==> config.mk <==
export PLATFORM = sky130hd
export DESIGN_NAME = multicycle_controller
export DESIGN_NICKNAME = d
export VERILOG_FILES = /design/src/rtl/multicycle_controller.sv
export SDC_FILE = /design/constraint.sdc
export NUM_CORES = 1
export LEC_CHECK = 0
export CAP_MARGIN = 40
export CORE_MARGIN = 5
export CORE_UTILIZATION = 41
export CTS_CLUSTER_SIZE = 40
export DETAILED_ROUTE_END_ITERATION = 6
export GPL_TIMING_DRIVEN = 0
export PLACE_DENSITY = 0.85
export SLEW_MARGIN = 10
export SYNTH_ARGS = -nofsm -noshare
export SYNTH_HDL_FRONTEND = slang
export SYNTH_SLANG_ARGS = --single-unit
==> constraint.sdc <==
create_clock -name clk -period 2.81 [get_ports clk]
set_input_delay 0.7025 -clock clk [delete_from_list [all_inputs] [get_ports clk]]
set_output_delay 0.7025 -clock clk [all_outputs]
set_load 0.01 [all_outputs]
==> src/rtl/multicycle_controller.sv <==
// Multicycle MIPS-style control unit.
// A Moore FSM walks each instruction through fetch, decode and its execute and
// write-back phases. Memory phases wait for mem_ready. Reset blanks every write enable.
module multicycle_controller (
    input  logic       clk,
    input  logic       reset,
    input  logic [5:0] OPCode,
    input  logic       Zero,
    input  logic       mem_ready,
    output logic       IorD,
    output logic       IRWrite,
    output logic       PCWrite,
    output logic       MemWrite,
    output logic       RegWrite,
    output logic       RegDist,
    output logic       MemToReg,
    output logic       ALUSrcA,
    output logic [1:0] ALUSrcB,
    output logic [1:0] PCSrc,
    output logic [1:0] ALUOp,
    output logic       illegal_op,
    output logic [3:0] state
);

    typedef enum logic [3:0] {
        S_FETCH  = 4'd0,
        S_DECODE = 4'd1,
        S_MEMADR = 4'd2,
        S_MEMRD  = 4'd3,
        S_MEMWB  = 4'd4,
        S_MEMWR  = 4'd5,
        S_RTEX   = 4'd6,
        S_ALUWB  = 4'd7,
        S_BEQ    = 4'd8,
        S_ADDIEX = 4'd9,
        S_ANDIEX = 4'd10,
        S_IMMWB  = 4'd11,
        S_JUMP   = 4'd12
    } state_t;

    localparam logic [5:0] OP_LW   = 6'b100011;
    localparam logic [5:0] OP_SW   = 6'b101011;
    localparam logic [5:0] OP_RTYP = 6'b000000;
    localparam logic [5:0] OP_BEQ  = 6'b000100;
    localparam logic [5:0] OP_ADDI = 6'b001000;
    localparam logic [5:0] OP_ANDI = 6'b001100;
    localparam logic [5:0] OP_J    = 6'b000010;

    state_t state_r;
    state_t next_state;

    // Write enables before the reset override.
    logic irwrite_raw;
    logic pcwrite_raw;
    logic memwrite_raw;
    logic regwrite_raw;
    logic illegal_raw;

    assign state = state_r;

    // State register with synchronous reset back to FETCH.
    always_ff @(posedge clk) begin
        if (reset) begin
            state_r <= S_FETCH;
        end else begin
            state_r <= next_state;
        end
    end

    // Next-state selection and per-state control outputs (Moore, with ready/Zero qualified enables).
    always_comb begin
        next_state   = state_r;
        IorD         = 1'b0;
        RegDist      = 1'b0;
        MemToReg     = 1'b0;
        ALUSrcA      = 1'b0;
        ALUSrcB      = 2'b00;
        PCSrc        = 2'b00;
        ALUOp        = 2'b00;
        irwrite_raw  = 1'b0;
        pcwrite_raw  = 1'b0;
        memwrite_raw = 1'b0;
        regwrite_raw = 1'b0;
        illegal_raw  = 1'b0;
        case (state_r)
            S_FETCH: begin
                ALUSrcB     = 2'b01;
                irwrite_raw = mem_ready;
                pcwrite_raw = mem_ready;
                if (mem_ready) begin
                    next_state = S_DECODE;
                end else begin
                    next_state = S_FETCH;
                end
            end
            S_DECODE: begin
                // Precompute the branch target into ALUOut while decoding.
                ALUSrcB = 2'b11;
                case (OPCode)
                    OP_LW, OP_SW: next_state = S_MEMADR;
                    OP_RTYP:      next_state = S_RTEX;
                    OP_BEQ:       next_state = S_BEQ;
                    OP_ADDI:      next_state = S_ADDIEX;
                    OP_ANDI:      next_state = S_ANDIEX;
                    OP_J:         next_state = S_JUMP;
                    default: begin
                        next_state  = S_FETCH;
                        illegal_raw = 1'b1;
                    end
                endcase
            end
            S_MEMADR: begin
                ALUSrcA = 1'b1;
                ALUSrcB = 2'b10;
                if (OPCode == OP_LW) begin
                    next_state = S_MEMRD;
                end else begin
                    next_state = S_MEMWR;
                end
            end
            S_MEMRD: begin
                IorD = 1'b1;
                if (mem_ready) begin
                    next_state = S_MEMWB;
                end else begin
                    next_state = S_MEMRD;
                end
            end
            S_MEMWB: begin
                MemToReg     = 1'b1;
                regwrite_raw = 1'b1;
                next_state   = S_FETCH;
            end
            S_MEMWR: begin
                // MemWrite is held for the whole access, stalls included.
                IorD         = 1'b1;
                memwrite_raw = 1'b1;
                if (mem_ready) begin
                    next_state = S_FETCH;
                end else begin
                    next_state = S_MEMWR;
                end
            end
            S_RTEX: begin
                ALUSrcA    = 1'b1;
                ALUOp      = 2'b10;
                next_state = S_ALUWB;
            end
            S_ALUWB: begin
                RegDist      = 1'b1;
                regwrite_raw = 1'b1;
                next_state   = S_FETCH;
            end
            S_BEQ: begin
                ALUSrcA     = 1'b1;
                ALUOp       = 2'b01;
                PCSrc       = 2'b01;
                pcwrite_raw = Zero;
                next_state  = S_FETCH;
            end
            S_ADDIEX: begin
                ALUSrcA    = 1'b1;
                ALUSrcB    = 2'b10;
                next_state = S_IMMWB;
            end
            S_ANDIEX: begin
                ALUSrcA    = 1'b1;
                ALUSrcB    = 2'b10;
                ALUOp      = 2'b11;
                next_state = S_IMMWB;
            end
            S_IMMWB: begin
                regwrite_raw = 1'b1;
                next_state   = S_FETCH;
            end
            S_JUMP: begin
                PCSrc       = 2'b10;
                pcwrite_raw = 1'b1;
                next_state  = S_FETCH;
            end
            default: begin
                next_state = S_FETCH;
            end
        endcase
    end

    // Reset overrides every write enable so an interrupted instruction leaves no side effects.
    always_comb begin
        if (reset) begin
            IRWrite    = 1'b0;
            PCWrite    = 1'b0;
            MemWrite   = 1'b0;
            RegWrite   = 1'b0;
            illegal_op = 1'b0;
        end else begin
            IRWrite    = irwrite_raw;
            PCWrite    = pcwrite_raw;
            MemWrite   = memwrite_raw;
            RegWrite   = regwrite_raw;
            illegal_op = illegal_raw;
        end
    end

endmodule

==> flow_results.xml <==
<?xml version="1.0" encoding="UTF-8"?>
<metrics>
  <group name="run_status">
    <metric name="outcome" unit="">complete, no violations</metric>
  </group>
  <group name="power_and_ir_drop">
    <metric name="cellPowerDensity" unit="mW/mm^2">270.3</metric>
    <metric name="cellLeakagePower" unit="nW">0.3274</metric>
    <metric name="peak_ir_drop_on_the_vdd_network" unit="mV">0.2442</metric>
  </group>
  <group name="final_layout">
    <metric name="area_growth_syn_to_layout" unit="%">58.49</metric>
    <metric name="post_route_cells_drive_above_1_share" unit="">0.1171</metric>
    <metric name="instances_no_fill" unit="">126</metric>
    <metric name="post-route-util" unit="">0.6728</metric>
    <metric name="largest_register_ff_count" unit="">4</metric>
    <metric name="antennaDiodeCount" unit="">0</metric>
    <metric name="finish.net_count" unit="">123</metric>
  </group>
  <group name="timing">
    <metric name="achievable-frequency" unit="MHz">366.0</metric>
    <metric name="final_report_hold_violation_count" unit="">0</metric>
    <metric name="timing.max_slew.rel_slack" unit="">0.7253</metric>
    <metric name="fin_worst_hold_slack" unit="ns">0.6941</metric>
    <metric name="max_slew.worst_pin.slew" unit="ns">0.4083</metric>
    <metric name="setup_repair_after_global_routing_missed_its_margin" unit="">false</metric>
    <metric name="timing.final.setup_violations" unit="">0</metric>
    <metric name="layout_min_cycle_time" unit="ns">2.732</metric>
    <metric name="fin_crit_sh" unit="">0.9724</metric>
    <metric name="final.setup_skew" unit="ns">0.005526</metric>
    <metric name="slew_viol_final" unit="">0</metric>
  </group>
  <group name="routing">
    <metric name="number_of_optimization_iterations_in_the_first_detailed_route_pass" unit="">4</metric>
    <metric name="drt-total-wl" unit="mm">1.612</metric>
    <metric name="drc_errors" unit="">0</metric>
    <metric name="drt.antenna.violating_nets" unit="">0</metric>
    <metric name="avgViaCountPerCell" unit="">5.651</metric>
    <metric name="route.vias.total" unit="">712</metric>
    <metric name="routed_wire_length_per_instance" unit="um">12.79</metric>
    <metric name="first_iter_violations" unit="">11</metric>
  </group>
  <group name="synth">
    <metric name="synth.yosys.warnings" unit="">0</metric>
    <metric name="syn_nets" unit="">91</metric>
    <metric name="sequential_to_total_area_share_from_yosys_stat" unit="">0.1468</metric>
    <metric name="netlist_area" unit="sq um">545.5</metric>
    <metric name="synth_cell_type_count" unit="">33</metric>
    <metric name="synth_seq_cells" unit="">4</metric>
    <metric name="postSynthAreaPerCell" unit="sq um">6.735</metric>
    <metric name="synthCells" unit="">81</metric>
  </group>
  <group name="die">
    <metric name="design.portCount" unit="">29</metric>
    <metric name="floorplan.initialDensity" unit="">0.4245</metric>
    <metric name="design.core.area" unit="sq mm">0.001285</metric>
    <metric name="fp.dieW" unit="um">46.48</metric>
    <metric name="fp.dieH" unit="um">46.48</metric>
    <metric name="row_count" unit="">13</metric>
    <metric name="fp.dieArea" unit="sq mm">0.002160</metric>
  </group>
  <group name="clock_tree">
    <metric name="clk_latency" unit="ns">0.24</metric>
    <metric name="clk_transition_reported_paths" unit="ns">0.04</metric>
    <metric name="post_cts.repair.setup_buffers" unit="">0</metric>
    <metric name="tritoncts" unit="">done</metric>
    <metric name="clk_root_buffer_cell" unit="">sky130_fd_sc_hd__clkbuf_4</metric>
    <metric name="postCtsResizedCells" unit="">4</metric>
    <metric name="cts.htree.levels" unit="">1</metric>
    <metric name="ctsLongestPathBuffers" unit="">2</metric>
    <metric name="num_cts_buffers" unit="">3</metric>
    <metric name="cts_hold_repair.buffers" unit="">0</metric>
    <metric name="cts.sink_count" unit="">4</metric>
  </group>
  <group name="placed_design">
    <metric name="place.detailed.instances" unit="">123</metric>
    <metric name="finalWeightedCongestion" unit="">0.8108</metric>
    <metric name="dp_hpwl" unit="mm">1.302</metric>
    <metric name="numPortBuffers" unit="">27</metric>
  </group>
  <group name="setup_path">
    <metric name="worstPathRequired" unit="ns">2.11</metric>
    <metric name="timing_worst_setup_path_type" unit="">primary input to output port</metric>
    <metric name="worstSetupStartpointType" unit="">primary input</metric>
    <metric name="cp_max_fo" unit="">3</metric>
    <metric name="crit_slowest_cell" unit="">sky130_fd_sc_hd__clkdlybuf4s50_1</metric>
    <metric name="endpoint_arrival_time_on_the_critical_path" unit="ns">2.03</metric>
    <metric name="crit_chain" unit="">clkdlybuf4s50_1, or3_1, o21ai_1, a221oi_1, dlygate4sd2_1</metric>
    <metric name="timing.critical_path.slowest_cell_delay" unit="ns">0.44</metric>
    <metric name="cp-end-kind" unit="">output port</metric>
  </group>
  <group name="hold_path">
    <metric name="worst_hold_path_type" unit="">register to register</metric>
  </group>
  <group name="grt">
    <metric name="first_global_vias" unit="">595</metric>
    <metric name="grt_pass1_wl" unit="mm">2.539</metric>
    <metric name="overflow" unit="">0</metric>
    <metric name="antenna_found_initial" unit="">0</metric>
    <metric name="grt_start_max_net_pins" unit="">11</metric>
    <metric name="track_usage" unit="">0.1611</metric>
  </group>
  <group name="run">
    <metric name="timing.max_cap.violations" unit="">0</metric>
  </group>
</metrics>
==> final timing paths <==
check	from	to	slack (ns)	depth (start not counted)
min reg2reg	state[3]	state[3]	0.69	2
max	OPCode[0]	illegal_op	0.08	5
min	state[3]	state[3]	0.69	2
max reg2reg	state[0]	state[3]	1.38	5
==> where the power goes <==
part / internal (mW) / switching [mW]
clock network: 0.0476 / 0.0223
registers: 0.0599 / 0.00219
logic: 0.0509 / 0.0507
total: 0.158 / 0.0752
==> cell usage in the layout, fill, tap and decap left out, drive strengths merged, types with 2 or more instances in the layout <==
| cell | Yosys | final |
|---|---|---|
| nand3b | 3 | 3 |
| nor2b | 2 | 2 |
| a21oi | 6 | 6 |
| dlygate4sd2 | 0 | 4 |
| nor3 | 6 | 6 |
| dfxtp | 4 | 4 |
| nor2 | 11 | 11 |
| clkbuf | 2 | 5 |
| nand2 | 7 | 7 |
| nand3 | 2 | 2 |
| o21ai | 2 | 2 |
| nor4 | 4 | 4 |
| clkdlybuf4s50 | 0 | 21 |
| dlymetal6s2s | 0 | 2 |
| buf | 5 | 5 |
| o31ai | 2 | 2 |
| nand2b | 5 | 5 |
| o31a | 2 | 2 |
| xnor2 | 3 | 3 |
==> metrics by stage <==
step | TNS, ns | total power [mW] | area (sq um) | setup WS [ns]
2_1_floorplan | 0 | 0.1191 | 545.5 | 0.6979
3_3_place_gp | -0.4662 | 0.1643 | 834.6 | -0.2338
3_5_place_dp | -0.5468 | 0.1661 | 834.6 | -0.2933
4_1_cts | 0 | 0.2372 | 852.1 | 0.02074
5_1_grt | 0 | 0.2516 | 864.6 | 0.006349
6_report | 0 | 0.2337 | 864.6 | 0.07765
==> critical path, delay by kind of cell <==
| kind | cells | cell delay, ns |
|---|---|---|
| buffers and inverters | 2 | 0.74 |
| AO/OA/AOI/OAI | 2 | 0.22 |
| AND/OR/NAND/NOR | 1 | 0.38 |
==> cells in the mapped netlist <==
library cell,n,area share
sky130_fd_sc_hd__a211oi_2,1,0.023
sky130_fd_sc_hd__a21boi_1,1,0.014
sky130_fd_sc_hd__a21oi_1,6,0.055
sky130_fd_sc_hd__a221oi_1,1,0.016
sky130_fd_sc_hd__a31oi_1,1,0.011
sky130_fd_sc_hd__and3_1,1,0.011
sky130_fd_sc_hd__buf_2,3,0.028
sky130_fd_sc_hd__buf_4,2,0.028
sky130_fd_sc_hd__clkbuf_1,2,0.014
sky130_fd_sc_hd__dfxtp_1,4,0.15
sky130_fd_sc_hd__maj3_2,1,0.021
sky130_fd_sc_hd__nand2_1,7,0.048
sky130_fd_sc_hd__nand2b_1,5,0.057
sky130_fd_sc_hd__nand3_1,2,0.018
sky130_fd_sc_hd__nand3b_1,3,0.041
sky130_fd_sc_hd__nor2_1,11,0.076
sky130_fd_sc_hd__nor2b_1,1,0.011
sky130_fd_sc_hd__nor2b_4,1,0.025
sky130_fd_sc_hd__nor3_1,6,0.055
sky130_fd_sc_hd__nor3b_1,1,0.014
sky130_fd_sc_hd__nor4_1,4,0.046
sky130_fd_sc_hd__o21ai_0,2,0.018
sky130_fd_sc_hd__o221ai_1,1,0.016
sky130_fd_sc_hd__o22a_1,1,0.016
sky130_fd_sc_hd__o22ai_1,1,0.011
sky130_fd_sc_hd__o31a_1,2,0.032
sky130_fd_sc_hd__o31ai_1,2,0.028
sky130_fd_sc_hd__o32ai_1,1,0.016
sky130_fd_sc_hd__or2_1,1,0.011
sky130_fd_sc_hd__or3_1,1,0.011
sky130_fd_sc_hd__or3b_1,1,0.016
sky130_fd_sc_hd__xnor2_1,3,0.048
sky130_fd_sc_hd__xor2_1,1,0.016
==> layout make-up <==
cell class              instances  area, sq um
repair buffers                 27        270.3
well taps                      15        18.77
plain buffers                   7        38.79
flip-flops and latches          4        80.08
multi-input cells              70        434.2
fillers                       137        420.4
clock buffers                   3        22.52
==> metal layers <==
metal / vias to the layer above / GRT usage / share of wire
li1: 363 / - / -
met3: 0 / 0.04688 / 0.068
met4: 0 / 0.03409 / 0
met1: 329 / 0.2092 / 0.45
met5: - / 0 / 0
met2: 20 / 0.2610 / 0.48
==> cells by family after synthesis <==
| logic type | after synthesis | share of synthesized area |
|---|---|---|
| and+or+nand+nor | 45 | 0.4427 |
| adders and majority gates | 1 | 0.02064 |
| DFF | 4 | 0.1468 |
| buffers and inverters | 7 | 0.06880 |
| xor gates and xnor gates | 4 | 0.06423 |
| AOI/OAI and AO/OA | 20 | 0.2569 |
Note: power is estimated with default switching activity, not from simulation.
